--- src/rtl/frame_buffer_arbiter.sv ---
// Shares the RAM command port between the capture writer and the display reader.
// Read priority with a write starvation guard; ping-pong frame buffers with burst address generation.
module frame_buffer_arbiter #(
  parameter int unsigned FRAME_WORDS   = 9600,
  parameter logic [29:0] BASE_A        = 30'h0000_0000,
  parameter logic [29:0] BASE_B        = 30'h0001_0000,
  parameter int unsigned MAX_RD_STREAK = 4
) (
  input  logic        clk,
  input  logic        rst,
  input  logic        wr_req,
  input  logic [6:0]  wr_len,
  output logic        wr_ack,
  input  logic        rd_req,
  input  logic [6:0]  rd_len,
  output logic        rd_ack,
  input  logic        wr_frame_done,
  input  logic        rd_frame_start,
  input  logic        cmd_full,
  output logic        cmd_en,
  output logic [2:0]  cmd_instr,
  output logic [5:0]  cmd_bl,
  output logic [29:0] cmd_byte_addr,
  output logic        wr_buf,
  output logic        rd_buf,
  output logic        frame_valid
);

  localparam int unsigned OFF_W    = $clog2(FRAME_WORDS + 1);
  localparam int unsigned LEN_W    = 7;
  localparam int unsigned STREAK_W = $clog2(MAX_RD_STREAK + 1);
  localparam int unsigned ADDR_W   = 30;
  localparam logic [2:0]  INSTR_WR = 3'b000;
  localparam logic [2:0]  INSTR_RD = 3'b001;

  typedef enum logic {IDLE, ISSUE} state_t;

  state_t              state;
  logic [OFF_W-1:0]    wr_offset;
  logic [OFF_W-1:0]    rd_offset;
  logic [STREAK_W-1:0] rd_streak;
  logic                done_buf;

  logic                wr_elig;
  logic                rd_elig;
  logic                grant_wr;
  logic                grant_rd;
  logic [OFF_W-1:0]    wr_room;
  logic [OFF_W-1:0]    rd_room;
  logic [LEN_W-1:0]    wr_glen;
  logic [LEN_W-1:0]    rd_glen;
  logic [ADDR_W-1:0]   wr_addr;
  logic [ADDR_W-1:0]   rd_addr;

  // Burst clamping to the end of the frame and start address per stream
  always_comb begin
    wr_room = OFF_W'(FRAME_WORDS) - wr_offset;
    rd_room = OFF_W'(FRAME_WORDS) - rd_offset;
    wr_glen = (OFF_W'(wr_len) > wr_room) ? LEN_W'(wr_room) : wr_len;
    rd_glen = (OFF_W'(rd_len) > rd_room) ? LEN_W'(rd_room) : rd_len;
    wr_addr = (wr_buf ? BASE_B : BASE_A) + ADDR_W'({wr_offset, 2'b00});
    rd_addr = (rd_buf ? BASE_B : BASE_A) + ADDR_W'({rd_offset, 2'b00});
  end

  // Arbitration: read wins unless writes have waited through a full read streak
  always_comb begin
    wr_elig  = wr_req && (wr_offset < OFF_W'(FRAME_WORDS));
    rd_elig  = rd_req && (rd_offset < OFF_W'(FRAME_WORDS));
    grant_wr = 1'b0;
    grant_rd = 1'b0;
    if ((state == IDLE) && !cmd_full) begin
      if (wr_elig && rd_elig) begin
        if (rd_streak == STREAK_W'(MAX_RD_STREAK)) grant_wr = 1'b1;
        else                                       grant_rd = 1'b1;
      end else begin
        grant_wr = wr_elig;
        grant_rd = rd_elig;
      end
    end
  end

  always_ff @(posedge clk) begin
    if (rst) begin
      state         <= IDLE;
      cmd_en        <= 1'b0;
      cmd_instr     <= 3'b000;
      cmd_bl        <= 6'd0;
      cmd_byte_addr <= '0;
      wr_ack        <= 1'b0;
      rd_ack        <= 1'b0;
      wr_buf        <= 1'b0;
      rd_buf        <= 1'b1;
      frame_valid   <= 1'b0;
      wr_offset     <= '0;
      rd_offset     <= '0;
      rd_streak     <= '0;
      done_buf      <= 1'b0;
    end else begin
      cmd_en <= 1'b0;
      wr_ack <= 1'b0;
      rd_ack <= 1'b0;

      if (state == IDLE) begin
        if (grant_wr) begin
          state         <= ISSUE;
          cmd_en        <= 1'b1;
          wr_ack        <= 1'b1;
          cmd_instr     <= INSTR_WR;
          cmd_bl        <= 6'(wr_glen - LEN_W'(1));
          cmd_byte_addr <= wr_addr;
          wr_offset     <= wr_offset + OFF_W'(wr_glen);
        end else if (grant_rd) begin
          state         <= ISSUE;
          cmd_en        <= 1'b1;
          rd_ack        <= 1'b1;
          cmd_instr     <= INSTR_RD;
          cmd_bl        <= 6'(rd_glen - LEN_W'(1));
          cmd_byte_addr <= rd_addr;
          rd_offset     <= rd_offset + OFF_W'(rd_glen);
        end
      end else begin
        state <= IDLE;
      end

      if (grant_wr || !wr_req) begin
        rd_streak <= '0;
      end else if (grant_rd && (rd_streak != STREAK_W'(MAX_RD_STREAK))) begin
        rd_streak <= rd_streak + STREAK_W'(1);
      end

      // Frame events override any same-cycle offset advance
      if (wr_frame_done) begin
        wr_offset   <= '0;
        done_buf    <= wr_buf;
        wr_buf      <= ~wr_buf;
        frame_valid <= 1'b1;
      end
      if (rd_frame_start) begin
        rd_offset <= '0;
        rd_buf    <= wr_frame_done ? wr_buf : done_buf;
      end
    end
  end

endmodule

--- config.mk ---
export PLATFORM = sky130hd
export DESIGN_NAME = frame_buffer_arbiter
export DESIGN_NICKNAME = d
export VERILOG_FILES = /design/src/rtl/frame_buffer_arbiter.sv
export SDC_FILE = /design/constraint.sdc
export NUM_CORES = 1
export LEC_CHECK = 0
export BUFFER_PORTS_ARGS = -buffer_cell sky130_fd_sc_hd__buf_2
export CORE_MARGIN = 8
export CORE_UTILIZATION = 50
export CTS_CLUSTER_SIZE = 25
export DETAILED_ROUTE_END_ITERATION = 10
export GPL_ROUTABILITY_DRIVEN = 0
export GPL_TIMING_DRIVEN = 0
export PLACE_DENSITY_LB_ADDON = 0.3
export SLEW_MARGIN = 10
export SYNTH_ARGS = -nofsm -noshare
export SYNTH_HDL_FRONTEND = slang
export SYNTH_SLANG_ARGS = --single-unit
export TNS_END_PERCENT = 20
--- constraint.sdc ---
create_clock -name clk -period 6.5 [get_ports clk]
set_input_delay 0.325 -clock clk [delete_from_list [all_inputs] [get_ports clk]]
set_output_delay 0.325 -clock clk [all_outputs]
set_load 0.05 [all_outputs]
==> impl_results.md, run 1 <==
* Status: complete, no violations
* Clock buffer depth at 2
* Count of pins over their slew limit at 0
* TritonCTS clock tree: yes
* Vias at 4011
* Switching power at between 0.3 and 0.4 mW
* Fmax at 182 MHz
* Root buf cell: clkbuf_8
* Req. time, crit path at between 6 and 7 ns
* Number of max-cap violations at 0
* Final #Nets at 666
* Vias per cell at between 5 and 6
* Crit Path Category: flip-flop to flip-flop
* #FFs+latches synth at 60
* Combined area of the multi-input logic cells at 2760 um^2
* Residual DRC at 0
* Layout cells sized above 1 at between 10% and 20%
* Endpoints failing hold at 0
* GRT Residual Overflow at 0
* Synth Warn # at 0
* Hpwl dp at a little under 9000 um
* DR WL/cell at about 15 um
* Fin crit period at between 5 and 6 ns
* Ports at between 60 and 70
* Crit path max fanout at 10
* Critical Path AT at about 5.8 ns
* Mapped cell area at between 4000 and 5000 um^2
* Final Skew at around 0.012 ns
* Initial drt markers at 322
* Leakage at between 2 and 2.5 nW
* Clock Sinks at 60
* Clock Latency Late Sink at ~0.35 ns
* Worst-path clk slew at 0.08 ns
* GRT Util Overall at 19.3%
* Antenna-violating nets left at 0
* Slew HR at 42.1%
* Antenna cell count at 0
* P_int at between 0.6 and 0.7 mW
* Sequential power share at about two fifths
* Fin Setup TNS at 0 ns
* Top cells by count, synth: nor2_1, dfxtp_1, nand2_1
* Final wirelength at about 11000 um
* Die area at roughly 12000 um^2
* Worst-Margin Slew at just under 0.9 ns
* Switching Fraction at around 33%
* Worst hold path class: primary input to flip-flop
* Final Util at about three fifths
* Initial antenna violation count at 0
* Startpoint types: flip-flop
* Worst r2r path cells at 22
* Chip Width at approximately 110 um
* Area grow syn2layout at 14.9%
* Most numerous cell in the Yosys netlist: nor2_1
* Register Area at roughly 1200 um^2
* Syn Area/Cell at 8.00 um^2
* RSZ-0062 raised after global routing: no
* Die Y at approximately 110 um
* Post-synth top flop: dfxtp_1
* Number of buffers added for setup after CTS at 0
* Core area at 8260 um^2
* Comb pwr share at 20.9%
* Post-synth cell types at 63
* Cell Rows at 33
* Ys async rst share at 0%
* VDD IR-drop max at ~0.13 mV
* Post-cts sizing count at 0
* Final-report setup violation count at 0
* Clk pwr share at 38.2%
* Port Buffers at 48
* Initial Utilization at between 50 and 60%
* TritonRoute pass-1 iters at 8
* Share of the synthesized area in the top cell type at 28.1%
* Seq/Total Area, Yosys at between 20% and 30%
* Pwr/cell area at ~190 nW/um^2
* EDFF count, synth at 0
* Cts hold-fix bufs at 0
* Top area cells in the synthesized netlist: dfxtp_1, ha_1, nor2_1, xnor2_1, a222oi_1
* Fillers at roughly 800
* Vias in the first global route at 3722
* Setup crit end kind: flip-flop
* Post-Syn Instances at between 500 and 600
* First-pass GRT wire length at 18100 um
* Leading area contributor after synthesis: dfxtp_1
* Hold path depth at 3
* Clock buffer count from CTS at 9
* Largest net degree at the start of global routing at 14
* H-tree depth at 3
* Period utilisation layout at a little over four fifths
## cells in the final DEF (no fill, tap or decap), types with 14 or more instances in the layout
cell,synthesis,routed
nor2_1,79,79
mux2i_1,14,14
a222oi_1,15,15
buf_4,17,17
xnor2_1,22,22
buf_2,4,52
ha_1,33,33
clkbuf_1,20,20
conb_1,1,17
inv_1,35,35
o21ai_0,19,19
xor2_1,14,14
nand2_1,40,40
dfxtp_1,60,60
a21oi_1,25,25
## flip-flops by register name, indices dropped and copies added, names as in the netlist
register	flops
frame_valid	1
done_buf	1
wr_offset	14
rd_streak	3
cmd_byte_addr	15
wr_ack	1
cmd_instr	1
rd_ack	1
rd_offset	14
cmd_bl	6
state	1
wr_buf	1
rd_buf	1
## per-layer routing
metal  wire length [um]  GRT usage [%]
met1               4710           23.5
met2               5410           32.7
met3                779           4.10
met4                195           6.84
met5                  0              0
## layout make-up
cell class	count	share of cell area [%]
Multi-Input combinational cell	411	56.0
Sequential cell	60	24.4
Buffer	45	5.14
Timing Repair Buffer	48	4.88
Inverter	35	2.67
Tap cell	105	2.67
Clock buffer	9	2.52
Clock inverter	7	1.70
## worst max-delay path, stage by stage, from the launching register on
cell	delay [ns]
dfxtp_1	0.41
inv_1	0.09
ha_1	0.22
or4b_4	0.51
o21ai_0	0.18
nand2b_1	0.09
ha_1	0.29
and3_1	0.19
and4_1	0.22
a211oi_1	0.25
nand4_2	0.32
clkbuf_1	0.29
o21ai_0	0.38
ha_1	0.30
a21o_1	0.18
a21o_1	0.19
a21o_1	0.17
a21o_1	0.20
a21o_1	0.18
a21oi_1	0.25
nor3_1	0.12
and3_1	0.18
o21ba_2	0.19
## per-stage QoR
step	std cells	total power [mW]	setup WS [ns]	cell area [um^2]	hold WS, ns
2_1_floorplan	551	0.545	1.61	4340	0.441
3_3_place_gp	704	0.583	1.10	4710	0.447
3_5_place_dp	704	0.588	1.01	4710	0.468
4_1_cts	720	0.946	0.995	4920	0.237
5_1_grt	720	0.987	0.615	4920	0.255
6_report	720	0.940	1.00	4920	0.244
## cells by family after synthesis
group | Yosys count | synth area share [%]
DFF | 60 | 28.1
buffers and inverters | 80 | 8.97
other | 1 | 0.0876
muxes | 19 | 4.65
and+or+nand+nor | 187 | 21.0
AOI/OAI and AO/OA | 116 | 19.0
adders and majority gates | 36 | 10.8
xor gates and xnor gates | 36 | 7.37
## power groups by stage
stage | clock, mW | combinational (mW) | sequential, mW
after floorplan | 0 | 0.129 | 0.415
after global placement | 0 | 0.190 | 0.393
after detailed placement | 0 | 0.194 | 0.394
after CTS | 0.365 | 0.196 | 0.385
after global routing | 0.385 | 0.216 | 0.386
final | 0.359 | 0.196 | 0.385
## final timing paths
check                startpoint             to  slack (ns)
hold / removal    wr_frame_done    frame_valid        0.24
setup / recovery   wr_offset[0]  wr_offset[13]        1.00
setup reg to reg   wr_offset[0]  wr_offset[13]        1.00
hold reg to reg     frame_valid    frame_valid        0.48
Power figures use the tool's default switching activity.
==> run 2: changes to the inputs <==
Clock period 6.5 ns to 5.7 ns, I/O delays scaled along.
==> run 2 against run 1 <==
Clock power is 14% higher. Global-route usage stayed put. Via count is 0.37% higher. Setup slack worse by 0.41 ns. Sequential power is 14% higher. Clock skew hardly changed. Critical endpoint unchanged. Clock-buffer cell count stayed put. Non-clock buffer count is 5 higher. Worst hold slack worse by 0.041 ns. Cell count is 0.69% higher. Power is 14% higher. First-iteration DRC count is 11% lower.
==> impl_results.md, run 2 (synthesized netlist as in run 1, its figures left out) <==
* Hold Slack at ~0.20 ns
* Largest reg by FF count: cmd_byte_addr
* Fmax at about 200 MHz
* GRT Residual Overflow at 0
* RR Startpoint: wr_offset[0]
* Status: complete, no violations
* Crit Path Category: flip-flop to flip-flop
* Core area at about 8300 um^2
* H-tree depth at 3
* TritonCTS clock tree: yes
* Setup crit end kind: flip-flop
* Startpoint types: flip-flop
* Pwr/cell area at around 220 nW/um^2
* Worst-Margin Slew at 0.851 ns
* Initial drt markers at 288
* Clock Latency Late Sink at approximately 0.35 ns
* Placed cell areas at ~4700 um^2
* Area grow syn2layout at 15.8%
* Count of pins over their slew limit at 0
* Worst r2r path cells at 22
* Final Skew at 0.0121 ns
* Clock buffer depth at 2
* Initial Utilization at 51.8%
* Leakage at 2.27 nW
* Largest net degree at the start of global routing at 14
* Chip Width at 109 um
* Period utilisation layout at ~90%
* DR WL/cell at approximately 15 um
* HP Start: wr_frame_done
* VDD IR-drop max at 0.145 mV
* Top Layer Used: met4
* Cell Rows at 33
* Residual DRC at 0
* Final Util at 60.0%
* Ports at 66
* Die area at between 10000 and 15000 um^2
* Final #Nets at between 600 and 700
* Max reg flops at 15
* Antenna-violating nets left at 0
* Number of max-cap violations at 0
* Crit path max fanout at 10
* Fin Setup TNS at 0 ns
* Vias in the first global route at approximately 3700
* Met2 WL at between 5000 and 6000 um
* Hold path depth at 3
* Crit Reg-Reg Endpoint: wr_offset[13]
* Met3 wire length at between 600 and 700 um
* Clock Sinks at 60
* Critical Path AT at between 5 and 6 ns
* Req. time, crit path at 5.95 ns
* Hold path endpoint: frame_valid
* Regs by FF count: cmd_byte_addr: 15 flops, rd_offset: 14 flops, wr_offset: 14 flops
* Worst reg2reg setup slack at about 0.6 ns
* Endpoints failing hold at 0
* Fillers at 774
* Layout cells sized above 1 at roughly 17%
* RSZ-0062 raised after global routing: no
* First-pass GRT wire length at between 15000 and 20000 um
* Slew HR at approximately 43%
* Die Y at approximately 110 um
* Port Buffers at 48
* Total Power at approximately 1.1 mW
* Fin crit period at a little over 5 ns
* TritonRoute pass-1 iters at 7
* Vias at between 4000 and 5000
* Commonest non-fill, non-tap cell in the layout: nor2_1
* Fin area at 4960 um^2
* Final wirelength at 11100 um
* Root buf cell: clkbuf_8
* Worst-path clk slew at roughly 0.08 ns
* Final-report setup violation count at 0
* Antenna cell count at 0
* Initial antenna violation count at 0
* Worst hold path class: primary input to flip-flop
* Clock buffer count from CTS at 9
* Hpwl dp at between 8000 and 9000 um
* Wire length on met1 at about 4800 um
* Cts hold-fix bufs at 0
* GRT Util Overall at 19.3%
* Vias per cell at approximately 5.6
* Most frequent cells in the layout: nor2_1, dfxtp_1, buf_2
-- run 2: cell count changes in the layout (fill, tap and decap cells not counted) --
cell / delta
buf_4: +5
o21ai_1: +1
o21ai_0: -1
-- run 2: power by group --
part           switching (mW)  internal, mW  total [mW]
Clock                   0.199         0.209       0.408
Sequential            0.00982         0.429       0.439
Combinational           0.145        0.0786       0.224
Total                   0.354         0.717        1.07
-- run 2: how the worst max path moves through the flow --
stage                       from            end  slack (ns)
CTS                 wr_offset[0]  wr_offset[13]        0.19
global route        wr_offset[0]  wr_offset[10]        0.19
finish              wr_offset[0]  wr_offset[13]        0.59
detailed placement  wr_offset[0]  wr_offset[13]        0.21
floorplan           wr_offset[1]  wr_offset[13]        0.81
global placement    wr_offset[0]  wr_offset[13]        0.30
-- run 2: timing repair --
| item | 4_1_cts | 5_1_grt |
|---|---|---|
| endpoints found under the hold margin | 0 | 0 |
| resized for setup | 0 | 1 |
| endpoints found under the setup margin | 0 | 3 |
| buffers inserted | 0 | 5 |
-- run 2: layout make-up --
type | count | area (um^2) | share of cell area, %
clock buffers | 9 | 124 | 2.50
repair buffers | 53 | 278 | 5.60
flip-flops and latches | 60 | 1200 | 24.2
plain buffers | 45 | 253 | 5.10
inverters | 35 | 131 | 2.65
clock inverters | 7 | 83.8 | 1.69
multi-input cells | 411 | 2760 | 55.6
well taps | 105 | 131 | 2.65
-- run 2: worst max-delay path, cell delays in order (launching register included) --
cell and delay (ns):
dfxtp_1 0.41, inv_1 0.09, ha_1 0.22, or4b_4 0.51, o21ai_0 0.18, nand2b_1 0.09
ha_1 0.29, and3_1 0.19, and4_1 0.22, a211oi_1 0.25, nand4_2 0.12, clkbuf_1 0.23
o21ai_1 0.29, ha_1 0.28, a21o_1 0.18, a21o_1 0.19, a21o_1 0.17, a21o_1 0.19
a21o_1 0.18, a21oi_1 0.25, nor3_1 0.12, and3_1 0.18, o21ba_2 0.18
-- run 2: per-stage QoR --
| stage | worst slack (ns) | instances |
|---|---|---|
| floorplan | 0.806 | 551 |
| global placement | 0.300 | 704 |
| detailed placement | 0.214 | 704 |
| CTS | 0.195 | 720 |
| global route | 0.188 | 725 |
| finish | 0.590 | 725 |
-- run 2: metal layers --
layer  up-vias  GRT usage, %
met1      1883          23.5
met2       107          32.7
li1       2019             -
met4         0          6.84
met3        17          4.10
met5         -             0
